===== src/rtl/mul_err_stats_pkg.sv =====
// ---------------------------------------------------------------------------
// mul_err_pkg
//   Shared definitions for the multiplier error-statistics block:
//   default operand/accumulator widths, the counter width used for the
//   sample and error counters, and the controller state type.
// ---------------------------------------------------------------------------
package mul_err_pkg;

    // Operand width of the multipliers under comparison (products: 2*W+1).
    localparam int unsigned WIDTH_DEF = 8;

    // Width of the error-distance accumulator.
    localparam int unsigned ACC_W_DEF = 32;

    // Width of the window length, sample counter and error counter.
    localparam int unsigned CNT_W = 16;

    // Controller states.
    typedef enum logic [1:0] {
        ST_IDLE   = 2'd0,
        ST_ACCUM  = 2'd1,
        ST_DRAIN  = 2'd2,
        ST_REPORT = 2'd3
    } state_e;

endpackage : mul_err_pkg


===== src/rtl/mul_err_stats_if.sv =====
// ---------------------------------------------------------------------------
// mul_err_stats_if
//   Bundles the control, sample-stream and result-stream signals of
//   mul_err_stats.
//     start/num_samples        : window start pulse and window length N
//     in_valid/in_ready        : product-pair handshake
//     exact_p/approx_p         : exact and approximate products
//     res_valid/res_ready      : statistics handshake
//     sum_ed/err_cnt/max_ed    : window statistics
//     busy                     : block is not idle
//   Modport "slave" is the statistics block, "master" is the environment.
// ---------------------------------------------------------------------------
interface mul_err_stats_if #(
    parameter int unsigned WIDTH = mul_err_pkg::WIDTH_DEF,
    parameter int unsigned ACC_W = mul_err_pkg::ACC_W_DEF
);

    logic                          start;
    logic [mul_err_pkg::CNT_W-1:0] num_samples;
    logic                          in_valid;
    logic                          in_ready;
    logic [2*WIDTH:0]              exact_p;
    logic [2*WIDTH:0]              approx_p;
    logic                          res_valid;
    logic                          res_ready;
    logic [ACC_W-1:0]              sum_ed;
    logic [mul_err_pkg::CNT_W-1:0] err_cnt;
    logic [2*WIDTH:0]              max_ed;
    logic                          busy;

    modport slave (
        input  start,
        input  num_samples,
        input  in_valid,
        output in_ready,
        input  exact_p,
        input  approx_p,
        output res_valid,
        input  res_ready,
        output sum_ed,
        output err_cnt,
        output max_ed,
        output busy
    );

    modport master (
        output start,
        output num_samples,
        output in_valid,
        input  in_ready,
        output exact_p,
        output approx_p,
        input  res_valid,
        output res_ready,
        input  sum_ed,
        input  err_cnt,
        input  max_ed,
        input  busy
    );

endinterface : mul_err_stats_if


===== src/rtl/mul_err_stats_abs_diff.sv =====
// ---------------------------------------------------------------------------
// abs_diff
//   Combinational unsigned absolute difference |a - b|.
//   Ports:
//     a_i, b_i : W-bit unsigned operands
//     y_o      : W-bit unsigned |a_i - b_i| (always representable in W bits)
// ---------------------------------------------------------------------------
module abs_diff #(
    parameter int unsigned W = 17
) (
    input  logic [W-1:0] a_i,
    input  logic [W-1:0] b_i,
    output logic [W-1:0] y_o
);

    always_comb begin
        y_o = '0;
        if (a_i >= b_i) begin
            y_o = a_i - b_i;
        end else begin
            y_o = b_i - a_i;
        end
    end

endmodule : abs_diff


===== src/rtl/mul_err_stats.sv =====
// ---------------------------------------------------------------------------
// mul_err_stats
//   Compares a stream of exact/approximate multiplier products over a window
//   of N pairs and reports the sum of error distances (saturating), the
//   number of erroneous pairs (saturating) and the largest error distance.
//
//   Ports:
//     clk   : clock, rising-edge active
//     rst_n : asynchronous active-low reset
//     bus   : mul_err_stats_if.slave (start/N, pair stream, result stream)
//
//   Datapath: stage 1 registers |exact - approx| for each accepted pair,
//   stage 2 folds it into the statistics. The controller walks
//   IDLE -> ACCUM -> DRAIN -> REPORT -> IDLE; N = 0 skips straight to REPORT.
// ---------------------------------------------------------------------------
module mul_err_stats
    import mul_err_pkg::*;
#(
    parameter int unsigned WIDTH = WIDTH_DEF,
    parameter int unsigned ACC_W = ACC_W_DEF
) (
    input  logic              clk,
    input  logic              rst_n,
    mul_err_stats_if.slave    bus
);

    localparam int unsigned PW    = 2 * WIDTH + 1;
    // Sum is formed one bit wider than both addends so overflow is visible
    // even when the error distance is wider than the accumulator.
    localparam int unsigned SUM_W = ((ACC_W > PW) ? ACC_W : PW) + 1;
    localparam logic [SUM_W-1:0] ACC_MAX = {{(SUM_W - ACC_W){1'b0}}, {ACC_W{1'b1}}};

    // Controller state
    state_e             state_q, state_d;
    logic [CNT_W-1:0]   n_q, n_d;
    logic [CNT_W-1:0]   cnt_q, cnt_d;
    logic               clear_stats;
    logic               accept;

    // Stage 1
    logic [PW-1:0]      ed_w;
    logic               s1_valid_q, s1_valid_d;
    logic [PW-1:0]      s1_ed_q, s1_ed_d;

    // Stage 2 statistics
    logic [ACC_W-1:0]   sum_q, sum_d;
    logic [CNT_W-1:0]   err_q, err_d;
    logic [PW-1:0]      max_q, max_d;
    logic [SUM_W-1:0]   sum_wide;

    abs_diff #(
        .W (PW)
    ) u_abs_diff (
        .a_i (bus.exact_p),
        .b_i (bus.approx_p),
        .y_o (ed_w)
    );

    assign accept = (state_q == ST_ACCUM) && bus.in_valid;

    // -----------------------------------------------------------------------
    // Controller
    // -----------------------------------------------------------------------
    always_ff @(posedge clk or negedge rst_n) begin
        if (!rst_n) begin
            state_q <= ST_IDLE;
            n_q     <= '0;
            cnt_q   <= '0;
        end else begin
            state_q <= state_d;
            n_q     <= n_d;
            cnt_q   <= cnt_d;
        end
    end

    always_comb begin
        state_d     = state_q;
        n_d         = n_q;
        cnt_d       = cnt_q;
        clear_stats = 1'b0;
        unique case (state_q)
            ST_IDLE: begin
                if (bus.start) begin
                    n_d         = bus.num_samples;
                    cnt_d       = '0;
                    clear_stats = 1'b1;
                    state_d     = (bus.num_samples == '0) ? ST_REPORT : ST_ACCUM;
                end
            end
            ST_ACCUM: begin
                if (accept) begin
                    cnt_d = cnt_q + 1'b1;
                    if (cnt_q == (n_q - 1'b1)) begin
                        state_d = ST_DRAIN;
                    end
                end
            end
            ST_DRAIN: begin
                // The last pair sits in stage 1 for exactly this cycle and is
                // folded into the statistics on the edge that leaves DRAIN.
                state_d = ST_REPORT;
            end
            ST_REPORT: begin
                if (bus.res_ready) begin
                    state_d = ST_IDLE;
                end
            end
            default: begin
                state_d = ST_IDLE;
            end
        endcase
    end

    // -----------------------------------------------------------------------
    // Stage 1: error distance of the accepted pair
    // -----------------------------------------------------------------------
    always_comb begin
        s1_valid_d = accept;
        s1_ed_d    = accept ? ed_w : s1_ed_q;
    end

    always_ff @(posedge clk or negedge rst_n) begin
        if (!rst_n) begin
            s1_valid_q <= 1'b0;
            s1_ed_q    <= '0;
        end else begin
            s1_valid_q <= s1_valid_d;
            s1_ed_q    <= s1_ed_d;
        end
    end

    // -----------------------------------------------------------------------
    // Stage 2: statistics update
    // -----------------------------------------------------------------------
    assign sum_wide = {{(SUM_W - ACC_W){1'b0}}, sum_q}
                    + {{(SUM_W - PW){1'b0}}, s1_ed_q};

    always_comb begin
        sum_d = sum_q;
        err_d = err_q;
        max_d = max_q;
        if (clear_stats) begin
            sum_d = '0;
            err_d = '0;
            max_d = '0;
        end else if (s1_valid_q) begin
            sum_d = (sum_wide > ACC_MAX) ? '1 : sum_wide[ACC_W-1:0];
            if ((s1_ed_q != '0) && (err_q != '1)) begin
                err_d = err_q + 1'b1;
            end
            if (s1_ed_q > max_q) begin
                max_d = s1_ed_q;
            end
        end
    end

    always_ff @(posedge clk or negedge rst_n) begin
        if (!rst_n) begin
            sum_q <= '0;
            err_q <= '0;
            max_q <= '0;
        end else begin
            sum_q <= sum_d;
            err_q <= err_d;
            max_q <= max_d;
        end
    end

    // -----------------------------------------------------------------------
    // Outputs
    // -----------------------------------------------------------------------
    assign bus.in_ready  = (state_q == ST_ACCUM);
    assign bus.res_valid = (state_q == ST_REPORT);
    assign bus.busy      = (state_q != ST_IDLE);
    assign bus.sum_ed    = sum_q;
    assign bus.err_cnt   = err_q;
    assign bus.max_ed    = max_q;

endmodule : mul_err_stats


===== src/flat_wrapper.sv =====
// flat-port wrapper written by rule: the top's interface ports become plain ports
module mul_err_stats_flat import mul_err_pkg::*;
#(
    parameter int unsigned WIDTH = WIDTH_DEF,
    parameter int unsigned ACC_W = ACC_W_DEF
)
  (clk, rst_n, bus_start, bus_num_samples, bus_in_valid, bus_in_ready, bus_exact_p, bus_approx_p, bus_res_valid, bus_res_ready, bus_sum_ed, bus_err_cnt, bus_max_ed, bus_busy);
  mul_err_stats_if #(.WIDTH(WIDTH), .ACC_W(ACC_W)) bus_i ();
  input  logic clk;
  input  logic rst_n;
  input wire logic [$bits(bus_i.start)-1:0] bus_start;
  input wire logic [$bits(bus_i.num_samples)-1:0] bus_num_samples;
  input wire logic [$bits(bus_i.in_valid)-1:0] bus_in_valid;
  output wire logic [$bits(bus_i.in_ready)-1:0] bus_in_ready;
  input wire logic [$bits(bus_i.exact_p)-1:0] bus_exact_p;
  input wire logic [$bits(bus_i.approx_p)-1:0] bus_approx_p;
  output wire logic [$bits(bus_i.res_valid)-1:0] bus_res_valid;
  input wire logic [$bits(bus_i.res_ready)-1:0] bus_res_ready;
  output wire logic [$bits(bus_i.sum_ed)-1:0] bus_sum_ed;
  output wire logic [$bits(bus_i.err_cnt)-1:0] bus_err_cnt;
  output wire logic [$bits(bus_i.max_ed)-1:0] bus_max_ed;
  output wire logic [$bits(bus_i.busy)-1:0] bus_busy;
  assign bus_i.start = bus_start;
  assign bus_i.num_samples = bus_num_samples;
  assign bus_i.in_valid = bus_in_valid;
  assign bus_in_ready = bus_i.in_ready;
  assign bus_i.exact_p = bus_exact_p;
  assign bus_i.approx_p = bus_approx_p;
  assign bus_res_valid = bus_i.res_valid;
  assign bus_i.res_ready = bus_res_ready;
  assign bus_sum_ed = bus_i.sum_ed;
  assign bus_err_cnt = bus_i.err_cnt;
  assign bus_max_ed = bus_i.max_ed;
  assign bus_busy = bus_i.busy;
  mul_err_stats #(.WIDTH(WIDTH), .ACC_W(ACC_W)) u_core (.clk(clk), .rst_n(rst_n), .bus(bus_i));
endmodule

===== config.mk =====
export PLATFORM = sky130hd
export DESIGN_NAME = mul_err_stats_flat
export DESIGN_NICKNAME = d
export VERILOG_FILES = /design/src/rtl/mul_err_stats_pkg.sv /design/src/rtl/mul_err_stats_if.sv /design/src/rtl/mul_err_stats_abs_diff.sv /design/src/rtl/mul_err_stats.sv /design/src/flat_wrapper.sv
export SDC_FILE = /design/constraint.sdc
export NUM_CORES = 1
export LEC_CHECK = 0
export ABC_AREA = 1
export CAP_MARGIN = 40
export CORE_MARGIN = 2
export CORE_UTILIZATION = 50
export CTS_CLUSTER_SIZE = 24
export DETAILED_ROUTE_END_ITERATION = 10
export GPL_TIMING_DRIVEN = 0
export PLACE_DENSITY = 0.73
export SLEW_MARGIN = 20
export SYNTH_ARGS = -nofsm -noshare
export SYNTH_HDL_FRONTEND = slang
export SYNTH_SLANG_ARGS = --single-unit
export TNS_END_PERCENT = 10

===== constraint.sdc =====
create_clock -name clk -period 2.9 [get_ports clk]
set_input_delay 0.58 -clock clk [delete_from_list [all_inputs] [get_ports clk]]
set_output_delay 0.58 -clock clk [all_outputs]
set_load 0.005 [all_outputs]

* Yosys cells after proc, flatten, opt, wreduce, memory -nomap -nowiden
Cells that the tools add are included. Widths: inputs -> output; s select.
Operators by class: add/subtract/negate cells 6, order comparisons 3, equality and inequality tests 9, multiplexer cells 21, reductions and logical operators 15
Operator list (count):
- $mux 32 | 3
- $mux 16 | 5
- $mux 17 | 4
- $sub 17x17->17 | 2
- $add 32x17->33 | 1
- $gt 33x32->1 const B | 1
- $add 16x1->16 const B | 2
- $pmux 16 s2 | 1
- $ge 17x17->1 | 1
- $gt 17x17->1 | 1
- $reduce_bool 17->1 | 1
- $eq 16x16->1 | 1
- $logic_not 16->1 | 1
- $ne 16x16->1 const B | 1
- $sub 16x1->16 const B | 1
- $mux 2 | 5
- $reduce_bool 2->1 | 5
- $pmux 2 s4 | 1
- $ne 2x1->1 const B | 3
- $reduce_and 2->1 | 3
- $eq 2x2->1 const B | 2
- $reduce_and 4->1 | 1
- $reduce_and 3->1 | 1
- $eq 2x1->1 const B | 1
- other kinds (4) | 6
Storage, ports and cells: register bits after elaboration 117, output and inout bits 68, logic and storage cells 62

* Longest topological paths before layout
Gate-level depths: netlist of run 1.
word-level depth 5, mapped depth 18

* Cells and area by module
A second synthesis of run 1 with hierarchy kept.
Second synthesis, totals: cells, all modules 1488, area, all modules 9973.3 um^2
By module, submodules not included:
- mul_err_stats | times used 1, cells an instance 1018, area each 7633.6 um^2, sequential area each 2927.8 um^2
- abs_diff | times used 1, cells an instance 470, area each 2339.7 um^2, sequential area each 0.0 um^2

* Worst setup path after synthesis of run 1
No wires, ideal clock.
kind input to register, start point input bus_exact_p[0], end point register u_core.s1_ed_q[16], library setup time 0.117 ns, arrival 2.101 ns, data required time 2.783 ns, setup slack 0.682 ns, cell stages on the path 12, path buffers 0, cell sequence inv_1 > ha_1 > fa_1 > o21a_1 > o21ai_1 > nand2_1 > nand2_1 > nor2_1 > o21ai_0 > nand2_1 > nand2_1 > nand2_1
Between the ends: word-level cells in the longest chain between the ends 2, elaborated cells between the ends (all ways) 4
RTL lines:
- start, declared | line flat_wrapper.sv:15 | input wire logic [$bits(bus_i.exact_p)-1:0] bus_exact_p;
- $sub 17x17->17, or another cell as far along | line mul_err_stats_abs_diff.sv:21 | y_o = b_i - a_i;
- $mux 17 (*) | line mul_err_stats_abs_diff.sv:18 | if (a_i >= b_i) begin
- end signal, assigned | line mul_err_stats.sv:125 | s1_ed_q <= '0;
- end signal, assigned | line mul_err_stats.sv:128 | s1_ed_q <= s1_ed_d;
- end, declared | line mul_err_stats.sv:43 | logic [PW-1:0] s1_ed_q, s1_ed_d;
Every way passes the cells marked *; elsewhere a longest branch is shown, timed or not. A chain may end at the register's enable or synchronous reset.

* Worst setup path in the final report of run 1
start point input bus_approx_p[10], end point register u_core.s1_ed_q[1]
Between the ends: word-level cells in the longest chain between the ends 2
RTL lines:
- start, declared | line flat_wrapper.sv:16 | input wire logic [$bits(bus_i.approx_p)-1:0] bus_approx_p;
- $ge 17x17->1 | line mul_err_stats_abs_diff.sv:18
- $mux 17 | line mul_err_stats_abs_diff.sv:18
No other way between the ends.

==> results of run 1 <==
==> worst min path at each step <==
stage	from	end	slack, ps
2_1_floorplan	rst_n	u_core.bus.err_cnt[0]$_DFFE_PN0P_	280
3_3_place_gp	u_core.bus.sum_ed[8]$_DFFE_PN0P_	u_core.bus.sum_ed[8]$_DFFE_PN0P_	510
3_5_place_dp	u_core.bus.sum_ed[4]$_DFFE_PN0P_	u_core.bus.sum_ed[4]$_DFFE_PN0P_	510
4_1_cts	rst_n	u_core.bus.err_cnt[7]$_DFFE_PN0P_	140
5_1_grt	rst_n	u_core.bus.err_cnt[6]$_DFFE_PN0P_	170
6_report	rst_n	u_core.bus.err_cnt[7]$_DFFE_PN0P_	130
==> cell usage in the layout (no fill, tap or decap), drive strengths merged, types with 4 or more instances in the layout <==
cell	n
nand2	444
inv	202
nor2	125
clkdlybuf4s50	121
dfrtp	117
nand3	113
o21ai	102
a21oi	84
ha	75
nor3	40
xor2	36
clkbuf	32
buf	25
xnor2	23
nand4	22
nor4	8
a31oi	8
o31ai	7
nand3b	7
o21a	5
clkinvlp	5
clkinv	5
o21bai	4
bufinv	4
==> flip-flops by register name (all words and copies together), names as in the netlist <==
signal              cells
u_core.bus.err_cnt     16
u_core.bus.max_ed      17
u_core.bus.sum_ed      32
u_core.cnt_q           16
u_core.n_q             16
u_core.s1_ed_q         17
u_core.s1_valid_q       1
u_core.state_q          2
==> power by group through the flow <==
stage	clock (mW)	sequential, mW	combinational, mW
after CTS	2.30	2.82	5.16
after detailed placement	0	2.84	5.11
final	2.27	2.84	5.17
after global routing	2.38	2.89	5.85
after global placement	0	2.84	5.00
after floorplan	0	2.59	3.58
==> cell families (layout without fill, tap and decap cells) <==
logic type                 after synthesis  after routing
and+or+nand+nor                        765            765
buffers and inverters                  239            394
AOI/OAI and AO/OA                      220            220
DFF                                    117            117
adders and majority gates               78             78
xor gates and xnor gates                59             59
==> metrics by stage <==
stage	hold WS (ps)	utilization [%]	setup WS [ps]	instances
2_1_floorplan	284	-	682	1478
3_3_place_gp	507	59.1	-3440	1865
3_5_place_dp	510	59.2	-193	1866
4_1_cts	141	62.5	241	1898
5_1_grt	170	62.5	7.25	1898
6_report	128	62.5	216	1898
==> cell type report <==
class                           count  area (µm²)  area share (%)
Clock inverter                     14         201            1.65
Clock buffer                       18         439            3.60
Inverter                          202         766            6.27
Multi-Input combinational cell   1122        6060            49.6
Tap cell                          265         332            2.72
Sequential cell                   117        2930            24.0
Buffer                             37         231            1.90
Timing Repair Buffer              123        1250            10.2
==> layer usage <==
metal / vias up / wire length (µm) / GRT usage [%]
met4: 0 / 550 / 7.99
met2: 299 / 13000 / 43.9
li1: 5061 / - / -
met3: 46 / 1520 / 3.30
met5: - / 0 / 0
met1: 4698 / 12600 / 35.8
==> run metrics, run 1 <==
status finished, final reports clean; type of the worst setup path in -> reg; Yosys warning count 0; CP required 3190 ps; Post-CTS Resized 0; Post-CTS Setup Inserts 0; DRC Markers 0; Hold Crit Class in -> async; R2R Setup Slk roughly 300 ps; synthesized area per cell between 6 and 7 µm²; Unique masters post-synth 52; synthesis-to-layout area growth 22.3%; worst-skew pair later-pin latency approximately 420 ps; Cell Chain, Critical Path clkdlybuf4s50_1, inv_1, ha_1, buf_2, a21oi_1, o21ai_0, a21oi_2, nand4_4, inv_4, buf_6, nand2_1, nand3_1, o21ai_1; Starting Density 51.1%; Die H around 150 µm; Yosys top cell area share between 20% and 30%; slowest stage delay, CP 480 ps; Critical Path End u_core.s1_ed_q[1]$_DFFE_PN0P_; gr ovfl total 0; DR vias slightly above 10000; hpwl dp between 20 and 25 mm; io pins 123; Post-synth top cells 421 x nand2_1, 190 x inv_1, 120 x nor2_1; final WL about 28 mm; sequential power share around 28%; NetSw around 4.6 mW; Final nets approximately 1800; ys async rst share between 90% and 100%; multiplexer share of the synthesized area 0%; first-pass iteration count of the detailed router 5; CP delay by family, top buffers and inverters; clock skew roughly 9 ps; Global Route Usage Sum around a quarter; largest net degree at the start of global routing 64; largest area contributor in the netlist dfrtp_1; Site Rows roughly 50; Primary FF master, synth dfrtp_1; clock share of power about 22%; max cap viols 0; die width approximately 150 µm; P_leak around 5.8 nW; RD Place Congestion 0.926; R2R depth 13; largest family of logic cells by synthesized area simple AND/OR/NAND/NOR gates; pwr dens 842 nW/µm²; Root Driver clkbuf_16; WP depth 13; power after layout 10.3 mW; Mapped Area ~10000 µm²; Slew HR roughly 54%; post-synthesis compound-gate area fraction between 10% and 20%; post-route antenna net violation count 0; most frequent cell after synthesis nand2_1; Finished Cell Area roughly 12000 µm²; worst-path maximum fanout 10; RR Startpoint u_core.s1_ed_q[0]$_DFFE_PN0P_; Worst-path clk slew roughly 60 ps; combinational power share between 50% and 60%; Crit path buffers/inverters 5; sequential area share after synthesis 29.3%; Setup violations, final 0; #FFs+latches synth 117; antenna violations before repair 0; worst r2r dst u_core.bus.sum_ed[22]$_DFFE_PN0P_; Routed wire per std cell roughly 15 µm; cts bufs inserted 17; peak supply drop between 0.0005 and 0.0006 V; Slew @ Worst Pin 688 ps; crit end category flip-flop; initial drt markers ~630; first-pass GRT wire length around 46 mm; Adder-Cell Fraction of Synth Area 10.0%; Ant. Diodes 0; IO buf count approximately 120; P_int ~5.7 mW; Final period util 92.6%; # H-tree levels 4; TritonCTS clock tree built; Synth Instances ~1500; die area approximately 21000 µm²; vias per inst approximately 5.3; net count after synthesis 1611; simple-gate share of the synthesized area around 33%; ratio of cells with drive above 1 in the final layout 6.80%; Synth Area in XOR/XNOR 5.18%; CP startpoint kind primary input; # hold bufs at CTS 0; setup TNS 0 ps; final hold vios 0; RSZ-0062 raised after global routing false; vias in the first global route 9437; Final Slew Violations 0; Tmin final approximately 2700 ps; core area 19500 µm²; Max Fclk roughly 370 MHz; placed cell area 11600 µm²; WP data arrival roughly 3000 ps; EDFF count, synth 0; Synth area leaders dfrtp_1 29%, nand2_1 16%, ha_1 9.4%; critical path's slowest cell clkdlybuf4s50_1; Sw Share roughly 44%; clock tree buffer depth 2; Critical Path Start bus_approx_p[10]; clock tree sinks ~120; FILL cells ~1800
No activity file was read; power rests on OpenSTA's default activity.
==> inputs of run 2 (changes only) <==
--- a/config.mk
+++ b/config.mk
@@ -7,13 +7,14 @@
 export LEC_CHECK = 0
 export ABC_AREA = 1
 export CAP_MARGIN = 40
+export CELL_PAD_IN_SITES_DETAIL_PLACEMENT = 0
+export CELL_PAD_IN_SITES_GLOBAL_PLACEMENT = 1
 export CORE_MARGIN = 2
-export CORE_UTILIZATION = 50
+export CORE_UTILIZATION = 41
 export CTS_CLUSTER_SIZE = 24
 export DETAILED_ROUTE_END_ITERATION = 10
 export GPL_TIMING_DRIVEN = 0
-export PLACE_DENSITY = 0.73
-export SLEW_MARGIN = 20
+export PLACE_DENSITY_LB_ADDON = 0.1
 export SYNTH_ARGS = -nofsm -noshare
 export SYNTH_HDL_FRONTEND = slang
 export SYNTH_SLANG_ARGS = --single-unit
==> run 2 against run 1 <==
  * Sequential share of layout area about the same
  * Critical path type unchanged
  * Via count down 3.1%
  * Sequential power about the same
  * Core utilization down 12 points
  * Flip-flop and latch count unchanged
  * Non-clock buffer count unchanged
  * Register-to-register slack about the same
  * Power down 2.2%
  * First-iteration DRC count down 2.4%
==> run metrics, run 2 (synthesis gave the netlist of run 1 again) <==
Max Fclk 378 MHz (+1.5%); # H-tree levels 4 (unchanged); cts bufs inserted 17 (unchanged); slowest stage delay, CP 480 ps (about the same); Finished Cell Area 12200 µm² (about the same); clock skew 12.8 ps (+3.98 ps); RSZ-0062 raised after global routing false; CP required 3250 ps (+60 ps); Routed wire per std cell 15.2 µm (+4.3%); worst-path maximum fanout 10 (unchanged); Worst-path clk slew 60 ps (about the same); vias in the first global route 9475 (+0.40%); Post-CTS Resized 0 (unchanged); power after layout 10.1 mW (-2.2%); largest net degree at the start of global routing 75 (+17%); clock tree buffer depth 2 (unchanged); Site Rows 57 (+12%); RD Place Congestion 0.918 (-0.86%); gr ovfl total 0 (unchanged); ratio of cells with drive above 1 in the final layout 6.80% (unchanged); Die H 160 µm (+10%); Critical Path Start bus_approx_p[12]; die width 160 µm (+10%); RR Startpoint u_core.s1_ed_q[0]$_DFFE_PN0P_; worst-skew pair later-pin latency 420 ps (about the same); R2R Setup Slk 290 ps (about the same); synthesis-to-layout area growth 22.2% (about the same); CP delay by family, top buffers and inverters; Setup violations, final 0 (unchanged); Final Slew Violations 0 (unchanged); antenna violations before repair 0 (unchanged); first-pass GRT wire length 49.0 mm (+7.1%); Root Driver clkbuf_16; worst r2r dst u_core.bus.sum_ed[22]$_DFFE_PN0P_; Hold Crit Class in -> async; most common cell after layout, fill and taps aside nand2_1; first-pass iteration count of the detailed router 5 (unchanged); Slew @ Worst Pin 685 ps (-3.03 ps); Tmin final 2640 ps (-39.9 ps); core area 24100 µm² (+23%); max cap viols 0 (unchanged); FILL cells 2560 (+40%); Crit path buffers/inverters 4 (-1); io pins 123 (unchanged); status finished, final reports clean; post-route antenna net violation count 0 (unchanged); type of the worst setup path in -> reg; Cell Chain, Critical Path clkdlybuf4s50_1, inv_1, ha_1, a21oi_1, o21ai_0, a21oi_2, nand4_4, inv_4, buf_6, nand2_1, nand2_1, nand2_1, nand2_1; Global Route Usage Sum 23.8% (-2.5 points); Final period util 91.2% (-1.4 points); cell mode on critical path nand2_1; crit end category flip-flop; peak supply drop 0.000337 V (-40%); WP data arrival 2990 ps (+20 ps); R2R depth 13 (unchanged); final WL 29.8 mm (+7.6%); hpwl dp 23.8 mm (+8.4%); die area 25600 µm² (+21%); CP startpoint kind primary input; pwr dens 824 nW/µm² (-2.1%); P_leak 5.80 nW (-0.46%); critical path's slowest cell clkdlybuf4s50_1; placed cell area 11600 µm² (+0.64%); most frequent cells in the layout 421 x nand2_1, 190 x inv_1, 121 x clkdlybuf4s50_1, 120 x nor2_1, 117 x dfrtp_1; final hold vios 0 (unchanged); vias per inst 5.00 (-6.0%); IO buf count 122 (unchanged); # hold bufs at CTS 0 (unchanged); clock tree sinks 117 (unchanged); Slew HR 54.4% (+0.20 points); TritonCTS clock tree built; Critical Path End u_core.s1_ed_q[13]$_DFFE_PN0P_; Ant. Diodes 0 (unchanged); Post-CTS Setup Inserts 0 (unchanged); DRC Markers 0 (unchanged); DR vias 9792 (-3.1%); Starting Density 41.4% (-9.7 points); max FFs per register 32 (unchanged); WP depth 13 (unchanged); Final nets 1753 (unchanged); initial drt markers 612 (-2.4%)
==> run 2: cell types whose count changed in the layout (fill, tap and decap cells not counted), sizes merged <==
cell / previous run / this run
clkbuf: 32 / 31
clkinvlp: 5 / 3
bufinv: 4 / 1
clkinv: 5 / 12
inv: 202 / 201
==> run 2: stage by stage <==
stage               std cells  util (%)  hold slack, ps  TNS [ps]  worst slack (ps)
finish                   1957      50.6            83.7         0               255
global route             1957      50.6             105         0              62.3
CTS                      1957      50.6            88.2         0              98.3
detailed placement       1925      48.3             500     -1410              -219
global placement         1924      48.2             491   -423180             -3620
floorplan                1478         -             284         0               682
==> run 2: how the worst min path moves through the flow <==
stage | startpoint | to | cells after the start
final | rst_n | u_core.bus.sum_ed[19]$_DFFE_PN0P_ | 1
after CTS | rst_n | u_core.bus.sum_ed[19]$_DFFE_PN0P_ | 1
after global routing | rst_n | u_core.bus.sum_ed[29]$_DFFE_PN0P_ | 1
after floorplan | rst_n | u_core.bus.err_cnt[0]$_DFFE_PN0P_ | 0
after global placement | u_core.n_q[15]$_DFFE_PN0P_ | u_core.n_q[15]$_DFFE_PN0P_ | 2
after detailed placement | u_core.n_q[15]$_DFFE_PN0P_ | u_core.n_q[15]$_DFFE_PN0P_ | 2
==> run 2: worst reg2reg max path: stages (launching register included) <==
cell     delay [ps]
dfrtp_1         420
ha_1            250
inv_1            70
fa_1            360
inv_1            90
nand2_2          60
o21ai_2         190
a21oi_1         170
o21ai_1         430
nand2_1         130
nand3_1          90
nand3_1          70
nand2_1          50
o21ai_0          80
==> run 2: cell type report <==
class	count	area (µm²)	share of cell area, %
clock buffers	17	425	3.49
multi-input cells	1122	6060	49.7
well taps	324	405	3.32
flip-flops and latches	117	2930	24.0
clock inverters	15	134	1.10
repair buffers	123	1250	10.2
inverters	202	766	6.28
plain buffers	37	231	1.90
==> run 2: power by group <==
group	leakage, nW	switching (mW)	internal (mW)	total [mW]
clock network	0.269	0.826	1.18	2.00
registers	1.55	0.723	2.13	2.85
logic	3.98	3.09	2.11	5.20
total	5.80	4.63	5.42	10.1
==> run 2: per-layer routing <==
layer,share of wire [%],GRT usage (%),routed length (µm),vias up
met3,3.0,3.01,899,29
met5,0,0,0,-
met2,48,40.4,14200,165
met4,1.3,6.43,399,0
li1,-,-,-,5071
met1,48,32.1,14300,4527
